**config.mk**
```make
export PLATFORM = sky130hd
export DESIGN_NAME = mem_stage_ctrl
export DESIGN_NICKNAME = d
export VERILOG_FILES = /design/src/rtl/core_types_pkg.sv /design/src/rtl/mem_load_align.sv /design/src/rtl/mem_stage_ctrl.sv
export SDC_FILE = /design/constraint.sdc
export NUM_CORES = 1
export LEC_CHECK = 0
export CORE_AREA = 2 2 122 124
export DETAILED_ROUTE_END_ITERATION = 10
export DIE_AREA = 0 0 124 126
export PLACE_DENSITY = 0.91
export SKIP_LAST_GASP = 1
export SLEW_MARGIN = 10
export SYNTH_ARGS = -nofsm -noshare
export SYNTH_HDL_FRONTEND = slang
export SYNTH_SLANG_ARGS = --single-unit
export TNS_END_PERCENT = 5
```
**constraint.sdc**
```tcl
create_clock -name Clock -period 4.66 [get_ports Clock]
set_input_delay 0.932 -clock Clock [delete_from_list [all_inputs] [get_ports Clock]]
set_output_delay 0.932 -clock Clock [all_outputs]
set_load 0.02 [all_outputs]
```
**src/rtl/core_types_pkg.sv**
```systemverilog
// ============================================================================
//  Module   : core_types_pkg
//  Purpose  : Shared memory-stage types, func3 encodings and access helpers.
//  Revision : 1.0 - initial release
// ============================================================================
`default_nettype none

package core_types_pkg;

  typedef enum logic [1:0] {
    IDLE = 2'd0,
    REQ  = 2'd1,
    WAIT = 2'd2
  } mem_state_t;

  typedef struct packed {
    logic [4:0]  rd;
    logic [31:0] data;
    logic        Wreg;
  } MEM_out_t;

  localparam logic [2:0] F3_B  = 3'b000;
  localparam logic [2:0] F3_H  = 3'b001;
  localparam logic [2:0] F3_W  = 3'b010;
  localparam logic [2:0] F3_BU = 3'b100;
  localparam logic [2:0] F3_HU = 3'b101;

  function automatic logic f3_legal(input logic [2:0] f3);
    return (f3 == F3_B) || (f3 == F3_H) || (f3 == F3_W) ||
           (f3 == F3_BU) || (f3 == F3_HU);
  endfunction

  // Illegal encodings are folded into the misaligned class so they never reach the bus.
  function automatic logic f3_misaligned(input logic [2:0] f3, input logic [1:0] off);
    return !f3_legal(f3) ||
           ((f3[1:0] == 2'b01) && off[0]) ||
           ((f3[1:0] == 2'b10) && (off != 2'b00));
  endfunction

  function automatic logic [3:0] f3_byte_en(input logic [2:0] f3, input logic [1:0] off);
    case (f3[1:0])
      2'b00:   return 4'b0001 << off;
      2'b01:   return 4'b0011 << off;
      default: return 4'b1111;
    endcase
  endfunction

  function automatic logic [31:0] f3_store_data(input logic [2:0] f3, input logic [31:0] d);
    case (f3[1:0])
      2'b00:   return {4{d[7:0]}};
      2'b01:   return {2{d[15:0]}};
      default: return d;
    endcase
  endfunction

endpackage

`default_nettype wire

```
**src/rtl/mem_load_align.sv**
```systemverilog
// ============================================================================
//  Module   : mem_load_align
//  Purpose  : Selects the addressed lane of a read word and extends it by func3.
//  Revision : 1.0 - initial release
// ============================================================================
`default_nettype none

module mem_load_align
  import core_types_pkg::*;
(
  input  logic [31:0] rdata,
  input  logic [1:0]  offset,
  input  logic [2:0]  func3,
  output logic [31:0] data
);

  logic [31:0] w_shift;

  always_comb begin
    w_shift = rdata >> {offset, 3'b000};
    case (func3)
      F3_B:    data = {{24{w_shift[7]}}, w_shift[7:0]};
      F3_H:    data = {{16{w_shift[15]}}, w_shift[15:0]};
      F3_BU:   data = {24'd0, w_shift[7:0]};
      F3_HU:   data = {16'd0, w_shift[15:0]};
      default: data = w_shift;
    endcase
  end

endmodule

`default_nettype wire

```
**src/rtl/mem_stage_ctrl.sv**
```systemverilog
// ============================================================================
//  Module   : mem_stage_ctrl
//  Purpose  : Memory-stage req/gnt/rvalid sequencer with stall and WB register.
//             Define DMEM_TIMEOUT_EN to enable the TIMEOUT_CYCLES bus watchdog.
//  Revision : 1.0 - initial release
// ============================================================================
`default_nettype none

module mem_stage_ctrl
  import core_types_pkg::*;
#(
  parameter int TIMEOUT_CYCLES = 64
) (
  input  logic        Clock,
  input  logic        Reset,
  input  logic [31:0] ex_rs2,
  input  logic [4:0]  ex_rd,
  input  logic [31:0] ex_result,
  input  logic        ex_Wmem,
  input  logic        ex_Rmem,
  input  logic        ex_Wreg,
  input  logic [2:0]  ex_func3,
  output logic        dmem_req,
  output logic        dmem_we,
  output logic [31:0] dmem_addr,
  output logic [3:0]  dmem_be,
  output logic [31:0] dmem_wdata,
  input  logic        dmem_gnt,
  input  logic        dmem_rvalid,
  input  logic [31:0] dmem_rdata,
  output logic        stall,
  output logic        misalign_err,
  output logic        bus_err,
  output logic [4:0]  wb_rd,
  output logic [31:0] wb_data,
  output logic        wb_Wreg
);

  mem_state_t  r_state, w_next_state;
  logic [31:0] r_addr, r_wdata;
  logic [3:0]  r_be;
  logic        r_we, r_wreg;
  logic [4:0]  r_rd;
  logic [2:0]  r_func3;
  logic [1:0]  r_off;
  MEM_out_t    r_wb;

  logic        w_mem_op, w_bad, w_issue, w_misalign, w_done, w_timeout;
  logic [31:0] w_load_data;

  mem_load_align u_align (
    .rdata  (dmem_rdata),
    .offset (r_off),
    .func3  (r_func3),
    .data   (w_load_data)
  );

  assign w_mem_op   = ex_Wmem | ex_Rmem;
  assign w_bad      = f3_misaligned(ex_func3, ex_result[1:0]);
  assign w_issue    = ~Reset & (r_state == IDLE) & w_mem_op & ~w_bad;
  assign w_misalign = ~Reset & (r_state == IDLE) & w_mem_op & w_bad;
  assign w_done     = (r_state == WAIT) & dmem_rvalid;

`ifdef DMEM_TIMEOUT_EN
  localparam int c_cnt_w = (TIMEOUT_CYCLES > 2) ? $clog2(TIMEOUT_CYCLES) : 1;
  logic [c_cnt_w-1:0] r_cnt;

  always_ff @(posedge Clock or posedge Reset) begin
    if (Reset)
      r_cnt <= '0;
    else if (w_issue)
      r_cnt <= '0;
    else if ((r_state == REQ) || (r_state == WAIT))
      r_cnt <= r_cnt + 1'b1;
  end

  // A response arriving in the expiry cycle still completes normally.
  assign w_timeout = ((r_state == REQ) || (r_state == WAIT)) &&
                     (r_cnt == c_cnt_w'(TIMEOUT_CYCLES - 1)) && !w_done;
`else
  logic w_unused_timeout;
  assign w_unused_timeout = ^TIMEOUT_CYCLES;
  assign w_timeout        = 1'b0;
`endif

  always_comb begin
    w_next_state = r_state;
    case (r_state)
      IDLE:    if (w_issue) w_next_state = dmem_gnt ? WAIT : REQ;
      REQ:     if (dmem_gnt) w_next_state = WAIT;
      WAIT:    if (dmem_rvalid) w_next_state = IDLE;
      default: w_next_state = IDLE;
    endcase
    if (w_timeout)
      w_next_state = IDLE;
  end

  always_comb begin
    dmem_req   = 1'b0;
    dmem_we    = 1'b0;
    dmem_addr  = '0;
    dmem_be    = '0;
    dmem_wdata = '0;
    if (w_issue) begin
      dmem_req   = 1'b1;
      dmem_we    = ex_Wmem;
      dmem_addr  = {ex_result[31:2], 2'b00};
      dmem_be    = f3_byte_en(ex_func3, ex_result[1:0]);
      dmem_wdata = f3_store_data(ex_func3, ex_rs2);
    end else if ((r_state == REQ) && !w_timeout) begin
      dmem_req   = 1'b1;
      dmem_we    = r_we;
      dmem_addr  = r_addr;
      dmem_be    = r_be;
      dmem_wdata = r_wdata;
    end
  end

  assign stall = w_issue | (((r_state == REQ) | ((r_state == WAIT) & ~dmem_rvalid)) & ~w_timeout);
  assign misalign_err = w_misalign;
  assign bus_err      = w_timeout;

  always_ff @(posedge Clock or posedge Reset) begin
    if (Reset) begin
      r_state <= IDLE;
      r_addr  <= '0;
      r_wdata <= '0;
      r_be    <= '0;
      r_we    <= 1'b0;
      r_wreg  <= 1'b0;
      r_rd    <= '0;
      r_func3 <= '0;
      r_off   <= '0;
      r_wb    <= '0;
    end else begin
      r_state <= w_next_state;
      if (w_issue) begin
        r_addr  <= {ex_result[31:2], 2'b00};
        r_wdata <= f3_store_data(ex_func3, ex_rs2);
        r_be    <= f3_byte_en(ex_func3, ex_result[1:0]);
        r_we    <= ex_Wmem;
        r_wreg  <= ex_Wreg & ~ex_Wmem;
        r_rd    <= ex_rd;
        r_func3 <= ex_func3;
        r_off   <= ex_result[1:0];
      end
      if (w_misalign) begin
        r_wb.rd   <= ex_rd;
        r_wb.Wreg <= 1'b0;
      end else if ((r_state == IDLE) && !w_mem_op) begin
        r_wb <= '{rd: ex_rd, data: ex_result, Wreg: ex_Wreg};
      end else if (w_done) begin
        r_wb.rd   <= r_rd;
        r_wb.Wreg <= r_wreg;
        if (!r_we)
          r_wb.data <= w_load_data;
      end else if (w_timeout) begin
        r_wb.Wreg <= 1'b0;
      end
    end
  end

  assign wb_rd   = r_wb.rd;
  assign wb_data = r_wb.data;
  assign wb_Wreg = r_wb.Wreg;

endmodule

`default_nettype wire

```
==> results_dict.tcl <==
set metrics [dict create \
    muxShareOfSynthArea_pct 18.0 \
    post-route-min-period_ns 4.32 \
    crit_top_cell "clkdlybuf4s50_1" \
    nNetsFinal 943 \
    core_area_mm2 0.0143 \
    syn_inst 633 \
    slowest_delay_ns 0.62 \
    num_vias 5918 \
    end_kind "output port" \
    min_path_type "reg -> reg" \
    fin_tns_setup_ns 0 \
    wl_per_cell_um 19.9 \
    cts_resized 0 \
    synth-compound-area-share_pct 21.2 \
    placed_cell_area_mm2 0.00890 \
    syn_to_final_growth_pct 43.8 \
    grt_pass1_wl_um 31700 \
    antenna_left 0 \
    path_clk_slew_ns 0.05 \
    clock_sinks 118 \
    worst_clock_skew_ns 0.00532 \
    track_usage_pct 26.5 \
    rsz0062_at_grt "false" \
    required_ns 3.73 \
    grt_pass1_vias 5990 \
    grt_max_degree 64 \
    worst_slew_pin_slew_ns 1.11 \
    yosys.area_share.simple_pct 10.4 \
    die_h_um 126 \
    synth.distinct_cells 46 \
    ioPinCount 222 \
    syn_avg_cell_area_um2 10.5 \
    worst_slack_ns 0.337 \
    antenna_found_initial 0 \
    dr.pass1.iters 5 \
    port_buffers 218 \
    die_x_um 124 \
    fillerInstances 1089 \
    drtIter0Drc 484 \
    cts_buffers 17 \
    synth_top_family_by_area "compound AO/OA/AOI/OAI gates" \
    whs_ns 0.478 \
    peakVddDrop_uv 227 \
    dp_slack_ns 0.334 \
    min_path_cells 1 \
    final-seq-area_mm2 0.00295 \
    drv_cap 0 \
    yosys.area_share.adder_pct 0 \
    crit_buf_inv 3 \
    hold_viol_final 0 \
    final_cell_mix "218 x clkdlybuf4s50_1, 118 x dfrtp_1, 91 x nand2_1, 47 x mux2_4, 44 x nor2_1" \
    synth-seq-cells 118 \
    cts_tree "built" \
    detailed_place_hpwl_um 14600 \
    postCtsSetupRepairBufs 0 \
    critical_path_class "in -> out" \
    setup_viol 0 \
    initial_core_util_pct 46.3 \
    gp_congestion 0.901 \
    synthFlopType "dfrtp_1" \
    crit_arrival_ns 3.39 \
    slowest_stage "clkdlybuf4s50_1" \
    leakagePower_nw 4.32 \
    yosysSeqAreaShare_pct 44.6 \
    maxSlewViolCount 0 \
    synth_edf_count 0 \
    design_area_mm2 0.00952 \
    clock_path_buffers 2 \
    crit_family "buffers and inverters" \
    r2r_cells 5 \
    grt-ovfl-total 0 \
    drc_errors 0 \
    wl_um 20500 \
    clock-root-buffer "clkbuf_16" \
    synth_async_sr_flop_share_pct 100 \
    netlist_area_mm2 0.00662 \
    path_depth 7 \
    design.die.area_mm2 0.0156 \
    htreeDepth 4 \
    ctsHoldBuffers 0 \
    multiInputGateArea_mm2 0.00334 \
    rows 44 \
    yosysWarnings 0 \
    vias_per_cell 5.75 \
    path_max_fanout 63 \
    cp_cell_sequence "clkdlybuf4s50_1 > nor4_4 > o221ai_4 > buf_12 > a21oi_1 > a21o_1 > clkdlybuf4s50_1" \
    outcome "completed" \
    drive_gt1_share_pct 15.7 \
    finalCritPeriodShare_pct 92.8 \
    layout_commonest_cell "clkdlybuf4s50_1" \
    power_density_mw_per_mm2 485 \
    startpoint_type "input port" \
    fmax_ghz 0.231 \
    clk_latency_ns 0.41 \
    final_core_util_pct 66.5 \
    synthXorXnorAreaFrac_pct 0.132 \
    slew_headroom_pct 26.0 \
    antenna_cells 0 \
]
synthesized netlist by cell type, types with 7 or more instances:
cell / count / area [µm²]
o21ai_0: 25 / 125
a21o_1: 38 / 285
a221oi_1: 16 / 140
dfrtp_1: 118 / 2950
o21ai_1: 9 / 45.0
a22o_1: 39 / 342
nand2_1: 91 / 342
o211ai_1: 7 / 52.6
nor2_1: 47 / 176
o22ai_1: 8 / 50.1
mux2_2: 23 / 259
mux2i_1: 23 / 230
buf_2: 19 / 95.1
buf_6: 11 / 124
a21oi_1: 30 / 150
clkbuf_1: 18 / 67.6
o2bb2ai_1: 7 / 61.3
mux2_4: 47 / 706
a31oi_1: 8 / 50.1
routing by layer:
metal | GRT usage [%] | wire length, µm | share of wire (%)
met1 | 32.8 | 8250 | 40
met2 | 41.7 | 9340 | 46
met3 | 7.38 | 1910 | 9.4
met4 | 14.1 | 941 | 4.6
met5 | 0 | 0 | 0
report_power, final:
| part | switching, mW | total (mW) | internal, mW |
|---|---|---|---|
| clock | 0.471 | 1.38 | 0.909 |
| combinational | 0.764 | 1.62 | 0.860 |
| sequential | 0.254 | 1.62 | 1.36 |
registers in the layout (all words and copies together), names as in the netlist:
signal,flops
r_addr,30
r_be,4
r_func3,3
r_off,2
r_rd,5
r_state,2
r_wdata,32
r_we,1
r_wreg,1
wb_Wreg,1
wb_data,32
wb_rd,5
worst register-to-register path, cell delays in order, from the launching register on:
cell and delay, ns:
dfrtp_1 0.53, nand3b_1 0.46, nor2_2 0.81, buf_4 0.28
nor2_1 0.05, a221oi_1 0.28
worst paths after layout:
path                       slack [ns]     endpoint   startpoint
setup / recovery                 0.34   dmem_be[2]  ex_func3[0]
hold / removal                   0.48  r_wdata[26]  r_wdata[26]
setup reg to reg                 2.13  wb_data[17]   r_state[1]
hold reg to reg                  0.48  r_wdata[26]  r_wdata[26]
max in group asynchronous        2.80   wb_data[0]        Reset
min in group asynchronous        1.06     wb_rd[2]        Reset
logic make-up (layout without fill, tap and decap cells):
group | count (synthesis) | count (layout)
AO/OA/AOI/OAI | 197 | 197
XOR/XNOR | 1 | 1
buffers and inverters | 64 | 274
flip-flops | 118 | 118
multiplexers | 93 | 93
other | 1 | 3
AND/OR/NAND/NOR | 159 | 159
final cells by class:
class	instances	area share, %
multi-input cells	453	35.0
flip-flops and latches	118	31.0
repair buffers	236	24.7
clock buffers	20	4.69
well taps	184	2.42
clock inverters	12	1.85
inverters	6	0.263
metrics by stage:
stage	power (mW)	instances
global placement	3.18	997
finish	4.62	1029
floorplan	2.57	635
global route	4.84	1029
CTS	4.64	1029
detailed placement	3.24	997
(Power assumes the default switching activity.)
